[config.mk]
export PLATFORM = sky130hd
export DESIGN_NAME = shift_unit_seq
export DESIGN_NICKNAME = d
export VERILOG_FILES = /design/src/rtl/shift_unit_seq_pkg.sv /design/src/rtl/shift_unit_seq_step.sv /design/src/rtl/shift_unit_seq.sv
export SDC_FILE = /design/constraint.sdc
export NUM_CORES = 1
export LEC_CHECK = 0
export BUFFER_PORTS_ARGS = -buffer_cell sky130_fd_sc_hd__buf_2
export CAP_MARGIN = 20
export CELL_PAD_IN_SITES_DETAIL_PLACEMENT = 0
export CELL_PAD_IN_SITES_GLOBAL_PLACEMENT = 1
export CORE_MARGIN = 2
export CORE_UTILIZATION = 39
export CTS_CLUSTER_DIAMETER = 50
export CTS_CLUSTER_SIZE = 10
export DETAILED_ROUTE_END_ITERATION = 6
export PLACE_DENSITY = 0.86
export REMOVE_ABC_BUFFERS = 1
export SETUP_SLACK_MARGIN = 0.02
export SYNTH_ARGS = -nofsm -noshare
export SYNTH_HDL_FRONTEND = slang
export SYNTH_SLANG_ARGS = --single-unit
[constraint.sdc]
create_clock -name clk -period 2.9 [get_ports clk]
set_input_delay 0.58 -clock clk [delete_from_list [all_inputs] [get_ports clk]]
set_output_delay 0.58 -clock clk [all_outputs]
set_load 0.01 [all_outputs]
[src/rtl/shift_unit_seq_pkg.sv]
// Shared codes for the multi-cycle shift unit: operation modes and FSM states.
// ALU control decode imports the same mode encoding.
package shift_unit_seq_pkg;

    typedef enum logic [1:0] {
        SH_SLL  = 2'b00,
        SH_SRL  = 2'b01,
        SH_SRA  = 2'b10,
        SH_ROTR = 2'b11
    } sh_mode_e;

    typedef enum logic [1:0] {
        ST_IDLE  = 2'b00,
        ST_SHIFT = 2'b01,
        ST_DONE  = 2'b10
    } sh_state_e;

endpackage

[src/rtl/shift_unit_seq_step.sv]
// One combinational shift step of 0..STEP positions in any of the four modes.
// Each candidate amount is a constant shift; k selects among them.
module shift_step
    import shift_unit_seq_pkg::*;
#(
    parameter int WIDTH = 32,
    parameter int STEP  = 4,
    localparam int KW   = $clog2(STEP + 1)
) (
    input  logic [WIDTH-1:0] a,
    input  logic [KW-1:0]    k,
    input  logic [1:0]       mode,
    output logic [WIDTH-1:0] y
);

    logic [STEP:0][WIDTH-1:0] cand;

    for (genvar gi = 0; gi <= STEP; gi++) begin : g_cand
        if (gi == 0) begin : g_zero
            assign cand[gi] = a;
        end else begin : g_amt
            logic [WIDTH-1:0] c;
            always_comb begin
                case (mode)
                    SH_SLL:  c = a << gi;
                    SH_SRL:  c = a >> gi;
                    SH_SRA:  c = WIDTH'($signed(a) >>> gi);
                    default: c = (a >> gi) | (a << (WIDTH - gi));
                endcase
            end
            assign cand[gi] = c;
        end
    end

    always_comb begin
        y = cand[0];
        for (int i = 1; i <= STEP; i++) begin
            if (k == KW'(i)) y = cand[i];
        end
    end

endmodule

[src/rtl/shift_unit_seq.sv]
// Multi-cycle shift unit: accepts an operand, shifts up to STEP bits per clock,
// then presents the result under valid/ready until the consumer takes it.
module shift_unit_seq
    import shift_unit_seq_pkg::*;
#(
    parameter int WIDTH = 32,
    parameter int STEP  = 4,
    localparam int SHW  = $clog2(WIDTH)
) (
    input  logic             clk,
    input  logic             rst,
    input  logic             in_valid,
    output logic             in_ready,
    input  logic [WIDTH-1:0] in_data,
    input  logic [SHW-1:0]   in_shamt,
    input  logic [1:0]       in_mode,
    output logic             out_valid,
    input  logic             out_ready,
    output logic [WIDTH-1:0] out_data,
    output logic             busy
);

    localparam int KW = $clog2(STEP + 1);

    sh_state_e        state_q, state_d;
    sh_mode_e         mode_q, mode_d;
    logic [WIDTH-1:0] acc_q, acc_d;
    logic [WIDTH-1:0] res_q, res_d;
    logic [SHW-1:0]   rem_q, rem_d;
    logic [KW-1:0]    k;
    logic [WIDTH-1:0] step_y;

    always_comb begin
        if (32'(rem_q) > STEP) k = KW'(STEP);
        else                   k = KW'(rem_q);
    end

    shift_step #(.WIDTH(WIDTH), .STEP(STEP)) u_step (
        .a    (acc_q),
        .k    (k),
        .mode (mode_q),
        .y    (step_y)
    );

    always_comb begin
        state_d = state_q;
        mode_d  = mode_q;
        acc_d   = acc_q;
        res_d   = res_q;
        rem_d   = rem_q;
        case (state_q)
            ST_IDLE: begin
                if (in_valid) begin
                    acc_d  = in_data;
                    rem_d  = in_shamt;
                    mode_d = sh_mode_e'(in_mode);
                    if (in_shamt == '0) begin
                        state_d = ST_DONE;
                        res_d   = in_data;
                    end else begin
                        state_d = ST_SHIFT;
                    end
                end
            end
            ST_SHIFT: begin
                acc_d = step_y;
                rem_d = rem_q - SHW'(k);
                if (rem_d == '0) begin
                    state_d = ST_DONE;
                    res_d   = step_y;
                end
            end
            ST_DONE: begin
                if (out_ready) state_d = ST_IDLE;
            end
            default: state_d = ST_IDLE;
        endcase
    end

    always_ff @(posedge clk or posedge rst) begin
        if (rst) begin
            state_q <= ST_IDLE;
            mode_q  <= SH_SLL;
            acc_q   <= '0;
            res_q   <= '0;
            rem_q   <= '0;
        end else begin
            state_q <= state_d;
            mode_q  <= mode_d;
            acc_q   <= acc_d;
            res_q   <= res_d;
            rem_q   <= rem_d;
        end
    end

    // in_ready is masked by rst so nothing looks acceptable while reset is held
    assign in_ready  = (state_q == ST_IDLE) && !rst;
    assign out_valid = (state_q == ST_DONE);
    assign busy      = (state_q != ST_IDLE);
    assign out_data  = res_q;

endmodule

Word-level counts from Yosys, hierarchy flattened --
Cells that the tools add are included. W data, S select, Z words.
Word-level totals: bits in registers 73, bits of input ports 43, output and inout bits 35, word-level logic and storage cells 57
Operators by class: add/sub/neg operators 1, $lt $le $gt $ge 1, equal/unequal tests 12, muxes and demuxes 22, bitwise gates (word level) 4, reductions and logical operators 12
Operators by type and width (number):
- $pmux W32 S3 | 4
- $mux W32 | 8
- $pmux W32 S2 | 2
- $or A28 B32 Y32 | 1
- $or A29 B32 Y32 | 1
- $or A30 B32 Y32 | 1
- $or A31 B32 Y32 | 1
- $logic_not A5 Y1 | 2
- $pmux W5 S2 | 1
- $mux W2 | 4
- $eq A3 B2 Y1 const B | 2
- $ne A2 B2 Y1 const B | 3
- $pmux W2 S3 | 1
- $gt A5 B3 Y1 const B | 1
- $mux W5 | 1
- $sub A5 B3 Y5 | 1
- $eq A2 B1 Y1 const B | 2
- $eq A2 B2 Y1 const B | 2
- $logic_not A2 Y1 | 2
- $reduce_and A2 Y1 | 2
- $reduce_and A4 Y1 | 1
- $reduce_bool A2 Y1 | 2
- $eq A3 B1 Y1 const B | 1
- $eq A3 B3 Y1 const B | 1
- other kinds (5) | 5

Longest topological paths before layout --
depth after elaboration 9, depth in mapped cells 13, depth with buffers taken out 8

Modules after synthesis --
From an unflattened synthesis, not the netlist that was laid out.
Second synthesis, totals: cells, all modules 677, area, all modules 5774.3 µm²
By module, submodules not included:
- shift_unit_seq | times used 1, cells each 314, area an instance 3474.6 µm², seq. area each 1826.8 µm²
- shift_step | times used 1, cells each 363, area an instance 2299.7 µm², seq. area each 0.0 µm²

Worst setup path after synthesis --
No wires, ideal clock.
path type reg-to-reg, start register rem_q[4], end register res_q[2], in the netlist out_data[2], library setup time 0.125 ns, data arrival time 2.888 ns, data required time 2.775 ns, path slack -0.113 ns, cell stages (with the launch flop) 13, buffers on the path 5, period minus slack after synthesis 3.013 ns, cells stage by stage dfrtp_1 > buf_6 > or3_1 > clkbuf_1 > clkbuf_1 > nand2_1 > ha_1 > or4b_4 > nor4_2 > or3_1 > buf_6 > buf_8 > mux2_4
Between the ends: cells in the longest elaborated chain, start to end 9, elaborated cells between the ends (all ways) 16, classes of those cells 1 x add/sub; 1 x order compare; 5 x eq/ne; 7 x mux; 2 x reduce/logical
Ends and longest elaborated chain:
- start, declared | RTL line shift_unit_seq.sv:29 | logic [SHW-1:0] rem_q, rem_d;
- start signal, assigned | RTL line shift_unit_seq.sv:92 | rem_q <= rem_d;
- branches (longest 9 deep; another with $gt A5 B3 Y1)
- end signal, assigned | RTL line shift_unit_seq.sv:91 | res_q <= res_d;
- end, declared | RTL line shift_unit_seq.sv:28 | logic [WIDTH-1:0] res_q, res_d;
Several ways; the timed one is not identified. The select of a mux whose other input is x is not followed. A chain may end at the register's enable or synchronous reset.

Worst setup path after layout --
start register rem_q[4], end register res_q[5], in the netlist out_data[5]
The elaborated chain is that of the path after synthesis.

==> results.md <==
Drt:
- In the routed layout, each cell is associated on average with a via count of approximately 6.4.
- The average routed wire per standard cell is 19.1 microns.
- For this block, the initial DRC count from the detailed router was between 800 and 900.
- The detailed router placed about 5500 vias in this run.
- The number of DRC violations after detailed routing is 3.
- The length of the first detailed-routing pass in iterations is 7.
- The aggregate routed wire length is 16500 microns.
- The number of antenna-violating nets in the routed design is 0.

Placement:
- The post-DP HPWL is ~11000 microns.
- In this run the tool buffered the top-level ports with 77 buffer cells.
- The routability congestion estimate is 0.937.
- The cell area reported after detailed placement is around 0.0057 sq mm.

Global routing:
- The first-pass GRT wire length is approximately 26000 microns.
- The number of global-route vias before repair is 5031.
- The largest net degree at the start of global routing is 80.
- The number of antenna violations at the first check in global routing is 0.
- The total congestion overflow after global routing is 0.
- Global routing used 22.8% of the available tracks.

Die:
- The full die area is 0.0141 sq mm.
- The floorplan die height is around 120 microns.
- Measured along the x axis, the die boundary spans 119 microns.
- The core area is ~0.013 sq mm.
- Once the floorplan was initialized, standard cells occupied 40.3% of the core.
- 78 I/O pins were placed.
- The floorplan row count is 41.

Power:
- Summed over all cells, the static leakage comes to 0.00241 uW.
- The areal power density over the cells is 1410 mW/mm^2.
- The worst-case IR drop observed on VDD is 0.000826 V.
- After layout, the design draws a total of around 8500 uW.

Setup path:
- The endpoint class of the critical path is a flop.
- STA classifies the critical path startpoint as a flop.
- The biggest fanout along the worst timing path is 16.
- STA puts the critical path data required time at between 3 and 4 ns.
- The data arrival time at the worst-slack endpoint is around 3.0 ns.
- The startpoint-to-endpoint class of the critical path is flop to flop.
- The startpoint identified for the worst register-to-register timing path is rem_q[4].
- The timing startpoint of the critical path is rem_q[4].
- The worst-case register-to-register setup slack is 0.12 ns.

Yosys:
- The average cell area after synthesis is 8.09 sq um.
- The number of different library cells in the post-synthesis netlist is 60.
- The count of synthesis-stage warnings from yosys is 0.
- The async set or reset register ratio after synthesis is between 90% and 100%.
- By count the netlist is led by 73 x sky130_fd_sc_hd__dfrtp_1, 66 x sky130_fd_sc_hd__a21oi_1, 66 x sky130_fd_sc_hd__nor2_1, 62 x sky130_fd_sc_hd__nand2_1, 60 x sky130_fd_sc_hd__a31oi_1.
- The area share of the largest cell type after synthesis is 35.6%.
- After synthesis, the cell types taking the most area are sky130_fd_sc_hd__dfrtp_1 36%, sky130_fd_sc_hd__a31oi_1 7.3%, sky130_fd_sc_hd__a21oi_1 6.4%.
- Counting every instance in the synthesized netlist gives approximately 630.
- The cell area that synthesis handed to floorplanning was 0.00513 sq mm.
- The number of enable flip-flop cells after synthesis is 0.
- The synthesis-stage register bit count is 73.
- The share of the yosys chip area belonging to registers is 35.6%.
- The largest total area in the synthesized netlist belongs to sky130_fd_sc_hd__dfrtp_1.
- The predominant post-synthesis flop cell is sky130_fd_sc_hd__dfrtp_1.
- The dominant cell by count in the synthesized netlist is sky130_fd_sc_hd__dfrtp_1.

Clock tree:
- Clock tree synthesis selected as its root buffer the cell sky130_fd_sc_hd__clkbuf_16.
- Clock-pin slew was measured on the worst setup and hold paths at about 0.050 ns.
- The number of buffers inserted during clock tree synthesis is 9.
- The clock reaches the later pin of the worst-skew pair after between 0.3 and 0.4 ns.
- Counting along the longest clock path gives a buffer depth of 2.
- The number of levels in the clock H-tree is 3.
- TritonCTS built the clock tree.
- Clock tree synthesis found a total of 73 sinks.

Timing:
- Setup repair after global routing left no endpoint under its margin.
- For this run, the top clock speed supported by timing is 360 MHz.
- For the pin with the worst max-slew slack, the measured transition is 0.790 ns.
- The minimum clock period is around 2.8 ns.
- In the final timing run, aggregate negative setup slack is 0 ns.
- The count of final hold-check violations was 0.
- The relative max-transition margin is a little under half.
- The share of the clock period used by the worst path is 95.8%.
- Clock skew on the completed layout was measured at around 0.0074 ns.
- The tightest hold path in the finished design has a slack of 0.345 ns.
- Setup violations remaining at the end of the flow were counted as 0.
- The count of final max-slew check failures came to 0.

Cells and area:
- The fraction of layout cells with a size suffix above 1 is 24.2%.
- The area added between synthesis and finish is 17.3%.
- The post-layout utilization of the core is 47.3%.
- The final-stage net count is ~730.
- Registers take 0.00183 sq mm.
- After routing the design area is 0.00602 sq mm.
- The area taken by multi-input logic gates is 0.00299 sq mm.
- The filler cells instantiated in the layout total 1303.
- The repair_antennas step left the layout with diodes totalling 0.

Run status:
- The checks that failed: DRC.
- The run finished, with violations left.

Min path:
- The classification of the worst-slack hold path is input pin to async pin.

Job:
- Max-cap violations in this run came to 0.
[worst paths after layout]
kind	end	depth (start not counted)
min in group clk	state_q[1]	2
max	out_data[5]	8
min	state_q[0]	2
max in group asynchronous	rem_q[0]	3
min reg2reg	out_data[17]	2
max reg2reg	out_data[5]	8
[placed cells by master, fill, tap and decap left out, types with 4 or more instances in the layout]
| cell type | count |
|---|---|
| sky130_fd_sc_hd__a21oi_1 | 66 |
| sky130_fd_sc_hd__a311oi_1 | 18 |
| sky130_fd_sc_hd__a31oi_1 | 60 |
| sky130_fd_sc_hd__a41o_1 | 8 |
| sky130_fd_sc_hd__buf_2 | 77 |
| sky130_fd_sc_hd__buf_4 | 26 |
| sky130_fd_sc_hd__clkbuf_16 | 10 |
| sky130_fd_sc_hd__dfrtp_1 | 72 |
| sky130_fd_sc_hd__inv_1 | 7 |
| sky130_fd_sc_hd__mux2_2 | 10 |
| sky130_fd_sc_hd__mux2i_1 | 4 |
| sky130_fd_sc_hd__nand2_1 | 62 |
| sky130_fd_sc_hd__nand2b_1 | 7 |
| sky130_fd_sc_hd__nand3_1 | 5 |
| sky130_fd_sc_hd__nand4_1 | 14 |
| sky130_fd_sc_hd__nor2_1 | 66 |
| sky130_fd_sc_hd__nor3_1 | 5 |
| sky130_fd_sc_hd__nor4_1 | 16 |
| sky130_fd_sc_hd__o211ai_1 | 10 |
| sky130_fd_sc_hd__o21ai_0 | 37 |
| sky130_fd_sc_hd__o22ai_1 | 5 |
| sky130_fd_sc_hd__o31ai_1 | 30 |
| sky130_fd_sc_hd__or3b_2 | 20 |
[critical path: stages (launching register included)]
cell	delay, ns
sky130_fd_sc_hd__dfrtp_1	0.37
sky130_fd_sc_hd__or3_1	0.39
sky130_fd_sc_hd__nand2_1	0.10
sky130_fd_sc_hd__ha_1	0.26
sky130_fd_sc_hd__or4b_4	0.54
sky130_fd_sc_hd__nor4_4	0.31
sky130_fd_sc_hd__or3_4	0.19
sky130_fd_sc_hd__buf_12	0.15
sky130_fd_sc_hd__mux2_2	0.34
[layer usage]
| layer | global-route usage [%] | vias to the layer above | routed length (microns) |
|---|---|---|---|
| li1 | - | 2528 | - |
| met1 | 33.5 | 2640 | 7440 |
| met2 | 33.3 | 329 | 7300 |
| met3 | 3.43 | 35 | 1410 |
| met4 | 9.23 | 0 | 354 |
| met5 | 0 | - | 0 |
[layout make-up]
cell class / count / share of cell area [%]
repair buffers: 108 / 11.2
clock buffers: 13 / 4.32
well taps: 172 / 3.58
flip-flops and latches: 73 / 30.4
multi-input cells: 489 / 49.7
clock inverters: 3 / 0.249
inverters: 8 / 0.499
[registers in the layout, indices dropped and copies added (netlist names)]
signal	flops
acc_q	32
mode_q	2
out_data	32
rem_q	5
state_q	2
[power breakdown]
group          internal (uW)  total (uW)  switching (uW)
registers               1550        2030             472
logic                   2080        5390            3320
clock network            622        1060             435
total                   4250        8480            4220
[through the flow]
stage,setup WS [ns],cells
CTS,0.0914,863
global route,0.0198,866
detailed placement,0.0990,847
global placement,0.0815,846
finish,0.123,866
floorplan,-1.06,570
[timing repair]
action                     CTS  global route
setup buffers                0             2
hold buffers                 0             0
setup endpoints to repair    0             2
resized for setup            0             3
[logic make-up after synthesis]
kind of cell / share of synthesized area [%]
flip-flops: 35.6
multiplexers: 3.71
other: 0.0731
adder cells (fa/ha/maj): 0.244
AO/OA/AOI/OAI: 31.8
buffers and inverters: 6.71
AND/OR/NAND/NOR: 21.9
Power figures use the tool's default switching activity.
